`config.mk`:
```
export PLATFORM = sky130hd
export DESIGN_NAME = booth_multiplier
export DESIGN_NICKNAME = d
export VERILOG_FILES = /design/src/rtl/booth_pkg.sv /design/src/rtl/booth_recoder.sv /design/src/rtl/booth_multiplier.sv
export SDC_FILE = /design/constraint.sdc
export NUM_CORES = 1
export LEC_CHECK = 0
export CAP_MARGIN = 20
export CORE_ASPECT_RATIO = 1.75
export CORE_UTILIZATION = 40
export CTS_CLUSTER_SIZE = 20
export DETAILED_ROUTE_END_ITERATION = 6
export PLACE_DENSITY = 0.63
export SETUP_SLACK_MARGIN = 0.4
export SYNTH_ARGS = -nofsm -noshare
export SYNTH_HDL_FRONTEND = slang
export SYNTH_SLANG_ARGS = --single-unit
```
`constraint.sdc`:
```
create_clock -name clk -period 7.2 [get_ports clk]
set_clock_uncertainty 0.15 [all_clocks]
set_input_delay 1.44 -clock clk [delete_from_list [all_inputs] [get_ports clk]]
set_output_delay 1.44 -clock clk [all_outputs]
set_load 0.01 [all_outputs]
```
`src/rtl/booth_pkg.sv`:
```
// Shared widths and the Booth recoding operation type for the
// sequential radix-2 multiplier.
package booth_pkg;

    localparam int MCAND_W = 8;
    localparam int MPLR_W  = 4;
    localparam int CNT_W   = 3;
    localparam int RES_W   = 8;

    typedef enum logic [1:0] {
        BOOTH_NOP = 2'd0,
        BOOTH_ADD = 2'd1,
        BOOTH_SUB = 2'd2
    } booth_op_t;

endpackage

```
`src/rtl/booth_recoder.sv`:
```
// Radix-2 Booth recoder: maps the bit pair {Q[k], Q[k-1]}
// onto add, subtract or no-op of the shifted multiplicand.
import booth_pkg::*;

module booth_recoder (
    input  logic      q_k,
    input  logic      q_km1,
    output booth_op_t op
);

    always_comb begin
        op = BOOTH_NOP;
        unique case ({q_k, q_km1})
            2'b01:   op = BOOTH_ADD;
            2'b10:   op = BOOTH_SUB;
            default: op = BOOTH_NOP;
        endcase
    end

endmodule

```
`src/rtl/booth_multiplier.sv`:
```
// Sequential radix-2 Booth multiplier; the caller steps count
// through 0..MPLR_W-1 and the product builds up in acc.
import booth_pkg::*;

module booth_multiplier #(
    parameter int MCAND_W = booth_pkg::MCAND_W,
    parameter int MPLR_W  = booth_pkg::MPLR_W,
    parameter int CNT_W   = booth_pkg::CNT_W,
    parameter int RES_W   = booth_pkg::RES_W
) (
    input  logic               clk,
    input  logic               reset,
    output logic [RES_W-1:0]   result_out,
    input  logic [MCAND_W-1:0] multiplicand,
    input  logic [MPLR_W-1:0]  multiplier,
    input  logic [CNT_W-1:0]   count
);

    logic [MPLR_W:0]  q_ext;
    logic             q_k;
    logic             q_km1;
    logic             active;
    logic             first;
    booth_op_t        op;
    logic [RES_W-1:0] m_ext;
    logic [RES_W-1:0] m_shift;
    logic [RES_W-1:0] addend;
    logic [RES_W-1:0] base;
    logic [RES_W-1:0] acc;

    // Q[-1] is the appended zero at bit 0 of q_ext.
    assign q_ext  = {multiplier, 1'b0};
    assign active = count < CNT_W'(MPLR_W);
    assign first  = count == '0;

    always_comb begin
        q_k   = 1'b0;
        q_km1 = 1'b0;
        for (int i = 0; i < MPLR_W; i++) begin
            if (count == CNT_W'(i)) begin
                q_k   = q_ext[i+1];
                q_km1 = q_ext[i];
            end
        end
    end

    booth_recoder u_recoder (
        .q_k   (q_k),
        .q_km1 (q_km1),
        .op    (op)
    );

    assign m_ext   = RES_W'($signed(multiplicand));
    assign m_shift = m_ext << count;

    always_comb begin
        addend = '0;
        unique case (1'b1)
            op == BOOTH_ADD: addend = m_shift;
            op == BOOTH_SUB: addend = -m_shift;
            default:         addend = '0;
        endcase
    end

    // Step 0 discards any previous product.
    assign base = first ? '0 : acc;

    always_ff @(posedge clk or negedge reset) begin
        if (!reset) begin
            acc <= '0;
        end else if (active) begin
            acc <= base + addend;
        end
    end

    assign result_out = acc;

endmodule

```
# [After elaboration in Yosys (flattened, before gate mapping)]
# Cells that the tools add are included.
[totals] register_bits=8 inputBits=17 output_inout_bits=8
[classes] n_addsub=2 magnitude_cmp=1 n_eq_ne=7 shift=1 mux=10 reduce_logical=1
[op_table] op="one-hot mux 8 bit (2 select lines)" count=1
[op_table] op="adder 8 bit" count=1
[op_table] op="two-way mux 8 bit" count=1
[op_table] op="negation 8 bit" count=1
[op_table] op="<< shifter 8 x 3 -> 8 bit" count=1
[op_table] op="two-way mux 1 bit" count=7
[op_table] op="== test 3 x 2 -> 1 bit (second input constant)" count=2
[op_table] op="== test 2 x 1 -> 1 bit (second input constant)" count=2
[op_table] op="== test 2 bit (second input constant)" count=2
[op_table] op="one-hot mux 2 bit (2 select lines)" count=1
[op_table] op="== test 3 x 1 -> 1 bit (second input constant)" count=1
[op_table] op="zero test 3 bit" count=1
[op_table] op="less-than comparator 3 bit (second input constant)" count=1

# [Longest topological paths before layout]
# Gate-level depths: netlist of run 1.
[logic_depth] ltp_word=10 ltp_mapped=19 ltp_nobuf=16

# [Hierarchy]
# Synthesis of run 1 repeated with hierarchy kept, for this count alone.
[hier_totals] hier_cells=163 area_unflattened_um2=1293.7
[by_module_without_submodules] mod="booth_multiplier" n_inst=1 cells_per_inst=161 area_each_um2=1278.7
[by_module_without_submodules] mod="booth_recoder" n_inst=1 cells_per_inst=2 area_each_um2=15.0

# [Worst setup path before layout of run 1]
# No wires, ideal clock.
[synth_path] kind="input-to-reg" start="input port count[0]" end="register acc[7] (netlist: result_out[7])" arrival_time_ns=4.766 required_time_ns=6.922 setup_slack_ns=2.156 cell_stages=15 path_buffers=2 path_cell_list="clkbuf_1 -> clkbuf_1 -> nor3_1 -> nand2_1 -> ha_1 -> or3_1 -> a32oi_1 -> nor2_1 -> ha_1 -> a21oi_1 -> o21bai_1 -> a2111oi_0 -> nor3_1 -> mux2i_1 -> nand3_1"
[synth_via] elab_chain_len=10
[synth_lines] element="from (decl)" line_no="booth_multiplier.sv:16" source="input logic [CNT_W-1:0] count"
[synth_lines] element="zero test 3 bit" line_no="booth_multiplier.sv:34, booth_multiplier.sv:40"
[synth_lines] element="two-way mux 1 bit (4 in series)" line_no="booth_multiplier.sv:40" source="if (count == CNT_W'(i)) begin"
[synth_lines] element="== test 2 bit or == test 2 x 1 -> 1 bit (tied branches)" line_no="booth_recoder.sv:13" source="unique case ({q_k, q_km1})"
[synth_lines] element="one-hot mux 2 bit (2 select lines)" line_no="booth_recoder.sv:13"
[synth_lines] element="== test 2 bit or == test 2 x 1 -> 1 bit (tied branches)" line_no="booth_multiplier.sv:60, booth_multiplier.sv:59"
[synth_lines] element="one-hot mux 8 bit (2 select lines)" line_no="booth_multiplier.sv:58" source="unique case (1'b1)"
[synth_lines] element="adder 8 bit" line_no="booth_multiplier.sv:72" source="acc <= base + addend;"
[synth_lines] element="to (signal assigned)" line_no="booth_multiplier.sv:72"
[synth_lines] element="to (decl)" line_no="booth_multiplier.sv:29" source="logic [RES_W-1:0] acc;"
# Several ways; a longest one is shown, not always the timed one.
# A chain may end at the register's enable or synchronous reset.

# [Worst setup path in the final report of run 1]
[layout_path] start="input port count[1]" end="register acc[7] (netlist: result_out[7])"
# The elaborated chain is that of the path after synthesis.

==> flow_metrics.py, run 1 <==
metrics = {
    "route": {
        "routedWlPerCell_um": 14.1,
        "via_per_inst": 5.55,
        "dr.pass1.iters": 4,
        "post-route-drc-count": 0,
        "first_iter_violations": 14,
        "drtAntennaViolNets": 0,
        "vias": 1187,
        "drt-total-wl_um": 3020,
    },
    "logic_synthesis": {
        "ys_top_cells_by_area": "dfrtp_1 (16%), ha_1 (9.7%), mux2i_1 (6.2%)",
        "synth_top_area_cell": "dfrtp_1",
        "syn_area_mm2": 0.00129,
        "yosysUniqueCellTypes": 43,
        "synthesis.nets": 182,
        "ys_ff_latch": 8,
        "seq_area_frac_synth": 0.155,
        "synth_top_area_share": 0.155,
        "ys_warn_count": 0,
        "netlist_instances": 154,
        "avgSynthCellArea_um2": 8.38,
    },
    "setup_path": {
        "crit_family": "simple AND/OR/NAND/NOR gates",
        "critical_path_class": "primary input to register",
        "startpoint_type": "primary input",
        "crit_buf_inv": 1,
        "endpoint_kind": "register",
        "required_ns": 7.15,
        "cp_cell_sequence": "clkdlybuf4s50_1 > nor3_1 > nand2_1 > ha_1 > or3_1 > a32oi_1 > nor2_1 > ha_1 > a21oi_1 > o21bai_1 > a2111oi_0 > nor3_1 > mux2i_1 > nand3_1",
        "crit_path_max_fanout": 18,
        "cp.arrival_ns": 5.83,
        "cp_slowest_cell": "nor3_1",
        "cp_slowest_stage_delay_ns": 0.93,
    },
    "job": {
        "cap_viol_max_count": 0,
    },
    "min_path": {
        "min_path_type": "register to register",
    },
    "clock_network": {
        "cts_resized": 0,
        "cts_buffer_depth": 2,
        "ctsHoldBuffers": 0,
        "cts_buffers": 3,
        "cts_tree": "done",
        "cts_root_buf": "clkbuf_8",
        "cts_sinks": 8,
        "clk_latency_ns": 0.23,
        "cts.clk_slew.worst_paths_ns": 0.04,
        "post_cts_buffers": 0,
        "htree_levels": 1,
    },
    "pwr": {
        "power.density_mw_per_mm2": 178,
        "peakVddDrop_mv": 0.172,
        "p_leak_uw": 0.000690,
    },
    "floorplan": {
        "rows": 26,
        "num_io_pins": 25,
        "dieArea_mm2": 0.00347,
        "initial_core_util": 0.431,
        "die_h_um": 77.1,
        "die_w_um": 44.9,
        "core_mm2": 0.00299,
    },
    "cells_and_area": {
        "antenna_cells": 0,
        "finalNetCount": 202,
        "drive_above_1_share": 0.0872,
        "fillers": 297,
        "layout_commonest_cell": "clkdlybuf4s50_1",
        "syn_to_final_growth_pct": 23.0,
        "final_cell_mix": "clkdlybuf4s50_1 (24), nor2_1 (16), ha_1 (10)",
        "largest_register_ffs": 8,
    },
    "sta": {
        "rsz0062_at_grt": "no",
        "worst_pin_slew_ns": 0.957,
        "slew_violations": 0,
        "fin_crit_sh": 0.815,
        "period_minus_slack_ns": 5.87,
        "finalSetupViolations": 0,
        "whs_ns": 0.354,
        "max_slew_margin": 0.357,
        "finalHoldViolCount": 0,
        "tns_ns": 0,
        "fmax_mhz": 170,
    },
    "outcome": {
        "outcome": "finished clean",
    },
    "placement": {
        "routabilityCongestion": 0.824,
        "dp_hpwl_um": 2320,
        "port_buffers": 24,
    },
    "grt": {
        "grt_pass1_wl_um": 5150,
        "grt_max_degree": 32,
        "grt_pass1_vias": 1200,
        "grt_overflow": 0,
        "grt_antenna_before_repair": 0,
        "grt_usage": 0.194,
    },
}
==> synthesized netlist by cell type <==
cell type,number
a2111o_1,1
a2111oi_0,1
a211oi_1,1
a21o_1,3
a21oi_1,9
a22oi_1,5
a32oi_1,1
and2b_1,1
buf_1,2
buf_6,1
clkbuf_1,7
dfrtp_1,8
fa_1,1
ha_1,10
inv_1,6
mux2_1,2
mux2_2,6
mux2_4,1
mux2i_1,8
mux4_1,2
mux4_2,2
nand2_1,9
nand2b_1,3
nand3_1,1
nand3b_1,3
nor2_1,16
nor2b_1,8
nor3_1,5
nor3b_1,1
nor4_1,1
nor4_2,1
o21a_1,1
o21ai_0,7
o21bai_1,3
o22ai_1,1
o2bb2ai_1,1
o31ai_1,2
or2_2,1
or3_1,1
or4_1,1
or4b_1,1
xnor2_1,6
xor2_1,3
==> per-stage QoR <==
stage	setup WS, ns	std cells	util	area (um^2)	power, uW
4_1_cts	1.32	214	0.530	1590	285
2_1_floorplan	2.16	154	-	1290	170
6_report	1.33	214	0.530	1590	282
3_3_place_gp	1.35	211	0.516	1550	226
5_1_grt	0.752	214	0.530	1590	305
3_5_place_dp	1.10	211	0.516	1550	229
==> where the power goes <==
part           internal (uW)  switching, uW  leakage (uW)  total [uW]
clock                   36.1           16.5     0.0000216        52.6
combinational           83.3           75.4      0.000561         159
sequential              60.0           10.8      0.000107        70.9
total                    179            103      0.000690         282
==> per-layer routing <==
metal / part of all wire / global-route usage
met1: 0.40 / 0.201
met2: 0.53 / 0.354
met3: 0.039 / 0.0282
met4: 0.026 / 0.0909
met5: 0 / 0
==> layout make-up <==
type,instances,area (um^2),share of cell area
clock buffer,3,41.3,0.0260
timing repair buffer,25,248,0.156
inverter,6,22.5,0.0142
sequential,8,200,0.126
multi-input combinational,130,1020,0.644
tap,42,52.6,0.0331
==> path summary, 6_finish.rpt <==
kind | endpoint | slack, ns | from | cells after the start
hold / removal | result_out[2] | 0.35 | result_out[2] | 2
hold reg to reg | result_out[2] | 0.35 | result_out[2] | 2
max in group asynchronous | result_out[1] | 5.30 | reset | 1
min in group asynchronous | result_out[7] | 1.34 | reset | 1
setup reg to reg | result_out[7] | 4.60 | result_out[1] | 9
setup / recovery | result_out[7] | 1.33 | count[1] | 14
==> worst register-to-register path: cells and delay by family (launching register included) <==
family / cells / cell delay (ns)
AO/OA/AOI/OAI: 4 / 1.10
adder cells (fa/ha/maj): 1 / 0.33
flip-flops: 1 / 0.38
multiplexers: 1 / 0.15
AND/OR/NAND/NOR: 3 / 0.37
==> kinds of logic after synthesis <==
logic type | count (synthesis) | synth area share
and+or+nand+nor | 53 | 0.216
buffers and inverters | 16 | 0.0524
muxes | 21 | 0.219
AOI/OAI and AO/OA | 36 | 0.183
DFF | 8 | 0.155
xor gates and xnor gates | 9 | 0.0611
adders and majority gates | 11 | 0.113
(Power assumes the default switching activity.)
==> inputs of run 2 (changes only) <==
Clock period 7.2 ns to 5.5 ns, I/O delays scaled along.
==> run 2 against run 1 <==
Against the previous run: flip-flop and latch count unchanged; design area increased by 1.4%; hold slack got worse by 0.00062 ns; wire length about the same; clock-buffer cell count unchanged; sequential power increased by 28%; via count increased by 0.93%; die area unchanged; clock power increased by 34%; critical path depth increased by 1; combinational power increased by 31%; largest power group unchanged; highest routed layer unchanged.
==> flow_metrics.py, run 2 (synthesized netlist as in run 1, its figures left out) <==
metrics = {
    "outcome": {
        "outcome": "finished clean",
    },
    "clock_network": {
        "cts_buffers": 3,
        "cts_sinks": 8,
        "cts_root_buf": "clkbuf_8",
        "post_cts_buffers": 0,
        "cts_buffer_depth": 2,
        "cts_resized": 0,
        "htree_levels": 1,
        "cts.clk_slew.worst_paths_ns": 0.04,
        "ctsHoldBuffers": 0,
        "clk_latency_ns": 0.23,
        "cts_tree": "done",
    },
    "cells_and_area": {
        "utilization": 0.538,
        "stdcell_area_mm2": 0.00161,
        "fillers": 304,
        "antenna_cells": 0,
        "layout_commonest_cell": "clkdlybuf4s50_1",
        "drive_above_1_share": 0.103,
        "syn_to_final_growth_pct": 24.7,
        "largest_register_ffs": 8,
        "finalNetCount": 205,
        "final_cell_mix": "clkdlybuf4s50_1 (24), nor2_1 (16), ha_1 (10)",
    },
    "route": {
        "vias": 1198,
        "drt-total-wl_um": 3020,
        "first_iter_violations": 10,
        "routedWlPerCell_um": 13.9,
        "dr.pass1.iters": 4,
        "drtAntennaViolNets": 0,
        "via_per_inst": 5.52,
        "post-route-drc-count": 0,
    },
    "pwr": {
        "pwr-share-clk": 0.191,
        "p_sw_uw": 133,
        "peakVddDrop_mv": 0.183,
        "p_leak_uw": 0.000704,
        "seqPwrFrac": 0.247,
        "internal-power_uw": 236,
        "combPwrFrac": 0.562,
        "power.density_mw_per_mm2": 230,
        "p_total_uw": 369,
        "swShare": 0.361,
    },
    "setup_path": {
        "critical_path_class": "primary input to register",
        "startpoint_type": "primary input",
        "endpoint_kind": "register",
        "cp.arrival_ns": 4.73,
        "required_ns": 5.46,
        "crit_path_max_fanout": 8,
    },
    "grt": {
        "grt_overflow": 0,
        "grt_max_degree": 23,
        "grt_usage": 0.193,
        "grt_pass1_wl_um": 5090,
        "grt_antenna_before_repair": 0,
        "grt_pass1_vias": 1209,
    },
    "floorplan": {
        "num_io_pins": 25,
        "core_mm2": 0.00299,
        "rows": 26,
        "die_h_um": 77.1,
        "die_w_um": 44.9,
        "dieArea_mm2": 0.00347,
        "initial_core_util": 0.431,
    },
    "sta": {
        "max_slew_margin": 0.579,
        "finalSetupViolations": 0,
        "slew_violations": 0,
        "period_minus_slack_ns": 4.77,
        "finalHoldViolCount": 0,
        "fmax_mhz": 210,
        "whs_ns": 0.353,
        "worst_pin_slew_ns": 0.615,
        "rsz0062_at_grt": "no",
        "fin_crit_sh": 0.867,
        "tns_ns": 0,
    },
    "placement": {
        "dp_hpwl_um": 2370,
        "routabilityCongestion": 0.794,
        "port_buffers": 24,
        "post_dp_cell_area_mm2": 0.00157,
    },
    "job": {
        "cap_viol_max_count": 0,
    },
    "min_path": {
        "min_path_type": "register to register",
    },
}
[run 2: layer usage]
layer  wire length, um  global-route usage  up-vias
li1                  -                   -      610
met1              1230               0.201      562
met2              1660               0.352       22
met3                88              0.0259        4
met4                38              0.0879        0
met5                 0                   0        -
[run 2: final timing paths]
check                      slack (ns)       endpoint          start  cells past startpoint
min                              0.35  result_out[5]  result_out[5]                      2
max in group asynchronous        3.94  result_out[0]          reset                      1
max                              0.73  result_out[7]       count[1]                     15
min in group asynchronous        0.99  result_out[7]          reset                      1
min reg2reg                      0.35  result_out[5]  result_out[5]                      2
max reg2reg                      2.87  result_out[7]  result_out[1]                      9
[run 2: metrics by stage]
stage / setup slack (ns) / instances
floorplan: 0.796 / 154
global placement: 0.655 / 214
detailed placement: 0.558 / 214
CTS: 0.780 / 217
global route: 0.412 / 217
finish: 0.732 / 217
[run 2: worst max-delay path, stage by stage]
cell and delay [ns]:
clkdlybuf4s50_1 0.47, mux2_2 0.26, nor2_1 0.04, a211oi_1 0.33
ha_1 0.38, a22oi_1 0.14, nor2_1 0.20, ha_1 0.26
a21o_1 0.15, a21oi_1 0.22, o21bai_1 0.13, a2111oi_0 0.62
nor3_1 0.16, mux2i_1 0.17, nand3_1 0.09
[run 2: cell type report]
class                      count  area (um^2)  share of cell area
inverter                       6         22.5              0.0140
timing repair buffer          28          270               0.168
tap                           42         52.6              0.0327
multi-input combinational    130         1020               0.635
clock buffer                   3         41.3              0.0257
sequential                     8          200               0.124
[run 2: power by group through the flow]
stage / Clock (uW) / Sequential, uW / Combinational [uW]
3_5_place_dp: 0 / 91.7 / 208
5_1_grt: 77.9 / 94.7 / 230
4_1_cts: 73.0 / 91.6 / 209
3_3_place_gp: 0 / 91.8 / 205
2_1_floorplan: 0 / 100 / 122
6_report: 70.5 / 91.0 / 208
==> inputs of run 3 (changes only) <==
Clock period 5.5 ns to 4.6 ns, I/O delays scaled along.
==> run 3 against run 2 <==
Against the previous run: non-clock buffer count increased by 9; total power increased by 25%; sequential share of layout area decreased by 0.97 points; hold slack improved by 0.0019 ns; cell count increased by 4.1%; die area unchanged; critical path type unchanged; worst setup slack got worse by 0.13 ns; sequential power increased by 22%.
==> flow_metrics.py, run 3 (synthesized netlist as in run 1, its figures left out) <==
metrics = {
    "outcome": {
        "outcome": "finished clean",
    },
    "pwr": {
        "combPwrFrac": 0.586,
        "p_total_uw": 460,
        "peakVddDrop_mv": 0.227,
        "internal-power_uw": 293,
        "p_leak_uw": 0.000783,
        "seqPwrFrac": 0.240,
        "pwr-share-clk": 0.174,
        "power.density_mw_per_mm2": 264,
        "swShare": 0.364,
        "p_sw_uw": 167,
    },
    "grt": {
        "grt_pass1_wl_um": 5290,
        "grt_pass1_vias": 1255,
        "grt_overflow": 0,
        "grt_antenna_before_repair": 0,
        "grt_usage": 0.198,
        "grt_max_degree": 28,
    },
    "clock_network": {
        "cts_buffers": 3,
        "cts_buffer_depth": 2,
        "cts_sinks": 8,
        "ctsHoldBuffers": 0,
        "clk_latency_ns": 0.22,
        "cts_tree": "done",
        "htree_levels": 1,
        "cts.clk_slew.worst_paths_ns": 0.04,
        "cts_root_buf": "clkbuf_8",
    },
    "route": {
        "drtAntennaViolNets": 0,
        "vias": 1216,
        "drt-total-wl_um": 3130,
        "first_iter_violations": 22,
        "via_per_inst": 5.38,
        "dr.pass1.iters": 4,
        "routedWlPerCell_um": 13.9,
        "post-route-drc-count": 0,
    },
    "floorplan": {
        "core_mm2": 0.00299,
        "die_h_um": 77.1,
        "initial_core_util": 0.431,
        "num_io_pins": 25,
        "dieArea_mm2": 0.00347,
        "rows": 26,
        "die_w_um": 44.9,
    },
    "sta": {
        "rsz0062_at_grt": "no",
        "tns_ns": 0,
        "period_minus_slack_ns": 4.00,
        "max_slew_margin": 0.703,
        "fin_crit_sh": 0.869,
        "finalHoldViolCount": 0,
        "finalSetupViolations": 0,
        "slew_violations": 0,
        "worst_pin_slew_ns": 0.446,
        "fmax_mhz": 250,
    },
    "setup_path": {
        "crit_path_frequent_cell": "buf_4",
        "crit_path_max_fanout": 7,
        "endpoint_kind": "register",
        "critical_path_class": "primary input to register",
        "startpoint_type": "primary input",
        "crit_family": "simple AND/OR/NAND/NOR gates",
        "cp.arrival_ns": 4.00,
        "required_ns": 4.61,
        "cp_slowest_cell": "or4_1",
        "cp_cell_sequence": "clkdlybuf4s15_1 > mux2_2 > nor2_1 > a211oi_2 > buf_4 > ha_1 > buf_4 > nand2b_1 > or4b_1 > nor4_2 > nor3b_1 > or4_1 > nand3_1",
        "crit_buf_inv": 3,
        "cp_slowest_stage_delay_ns": 0.51,
    },
    "cells_and_area": {
        "syn_to_final_growth_pct": 35.3,
        "largest_register_ffs": 8,
        "antenna_cells": 0,
        "final_cell_mix": "clkdlybuf4s50_1 (21), nor2_1 (15), buf_4 (12)",
        "finalNetCount": 214,
        "drive_above_1_share": 0.201,
        "layout_commonest_cell": "clkdlybuf4s50_1",
    },
    "placement": {
        "port_buffers": 24,
        "dp_hpwl_um": 2410,
        "routabilityCongestion": 0.809,
    },
    "job": {
        "cap_viol_max_count": 0,
    },
    "min_path": {
        "min_path_type": "register to register",
    },
}
-- run 3: cell types whose count changed in the layout (fill, tap and decap cells not counted), sizes merged --
cell / change
clkdlybuf4s15: +1
buf: +9
dlymetal6s2s: +2
clkdlybuf4s50: -3
-- run 3: worst paths after layout --
| check | cells past startpoint | startpoint | slack [ns] | to |
|---|---|---|---|---|
| worst max register to register | 9 | result_out[1] | 2.35 | result_out[7] |
| worst max-delay path | 13 | count[1] | 0.60 | result_out[7] |
| min in group asynchronous | 1 | reset | 0.82 | result_out[7] |
| worst min-delay path | 2 | result_out[5] | 0.36 | result_out[5] |
| max in group asynchronous | 1 | reset | 3.22 | result_out[1] |
| worst min register to register | 2 | result_out[5] | 0.36 | result_out[5] |
-- run 3: metrics by stage --
step,utilization,area [um^2],hold WS [ns],setup WS (ns),std cells
after floorplan,-,1310,0.380,0.408,154
after global placement,0.543,1630,0.339,0.0507,220
after detailed placement,0.543,1630,0.347,-0.102,220
after CTS,0.562,1680,0.368,0.449,223
after global routing,0.583,1750,0.394,0.413,226
final,0.583,1750,0.355,0.604,226
-- run 3: timing repair --
| action | CTS | global route |
|---|---|---|
| buffers inserted | 0 | 3 |
| cloned | 0 | 0 |
| endpoints found under the setup margin | 2 | 2 |
| gates resized for setup | 5 | 10 |
| endpoints found under the hold margin | 0 | 0 |
| pin swaps | 0 | 7 |
-- run 3: cell type report --
cell class	count	area, um^2
well taps	42	52.6
clock buffers	3	41.3
repair buffers	37	347
fillers	287	1250
flip-flops and latches	8	200
multi-input cells	130	1080
inverters	6	22.5
-- run 3: tightest hold or removal path, cell delays in order (launching register included) --
cell and delay, ns:
dfrtp_1 0.35, nand2_1 0.05, o21ai_0 0.06
-- run 3: power groups by stage --
stage / Combinational, uW / Sequential [uW] / Clock [uW]
global route: 300 / 114 / 84.4
finish: 270 / 111 / 80.1
CTS: 260 / 111 / 83.4
global placement: 250 / 109 / 0
detailed placement: 254 / 110 / 0
floorplan: 148 / 120 / 0
-- run 3: per-layer routing --
metal,up-vias,track usage,share of wire
met2,20,0.381,0.56
li1,622,-,-
met3,2,0.0165,0.026
met4,0,0.0606,0.0064
met1,572,0.209,0.41
met5,-,0,0
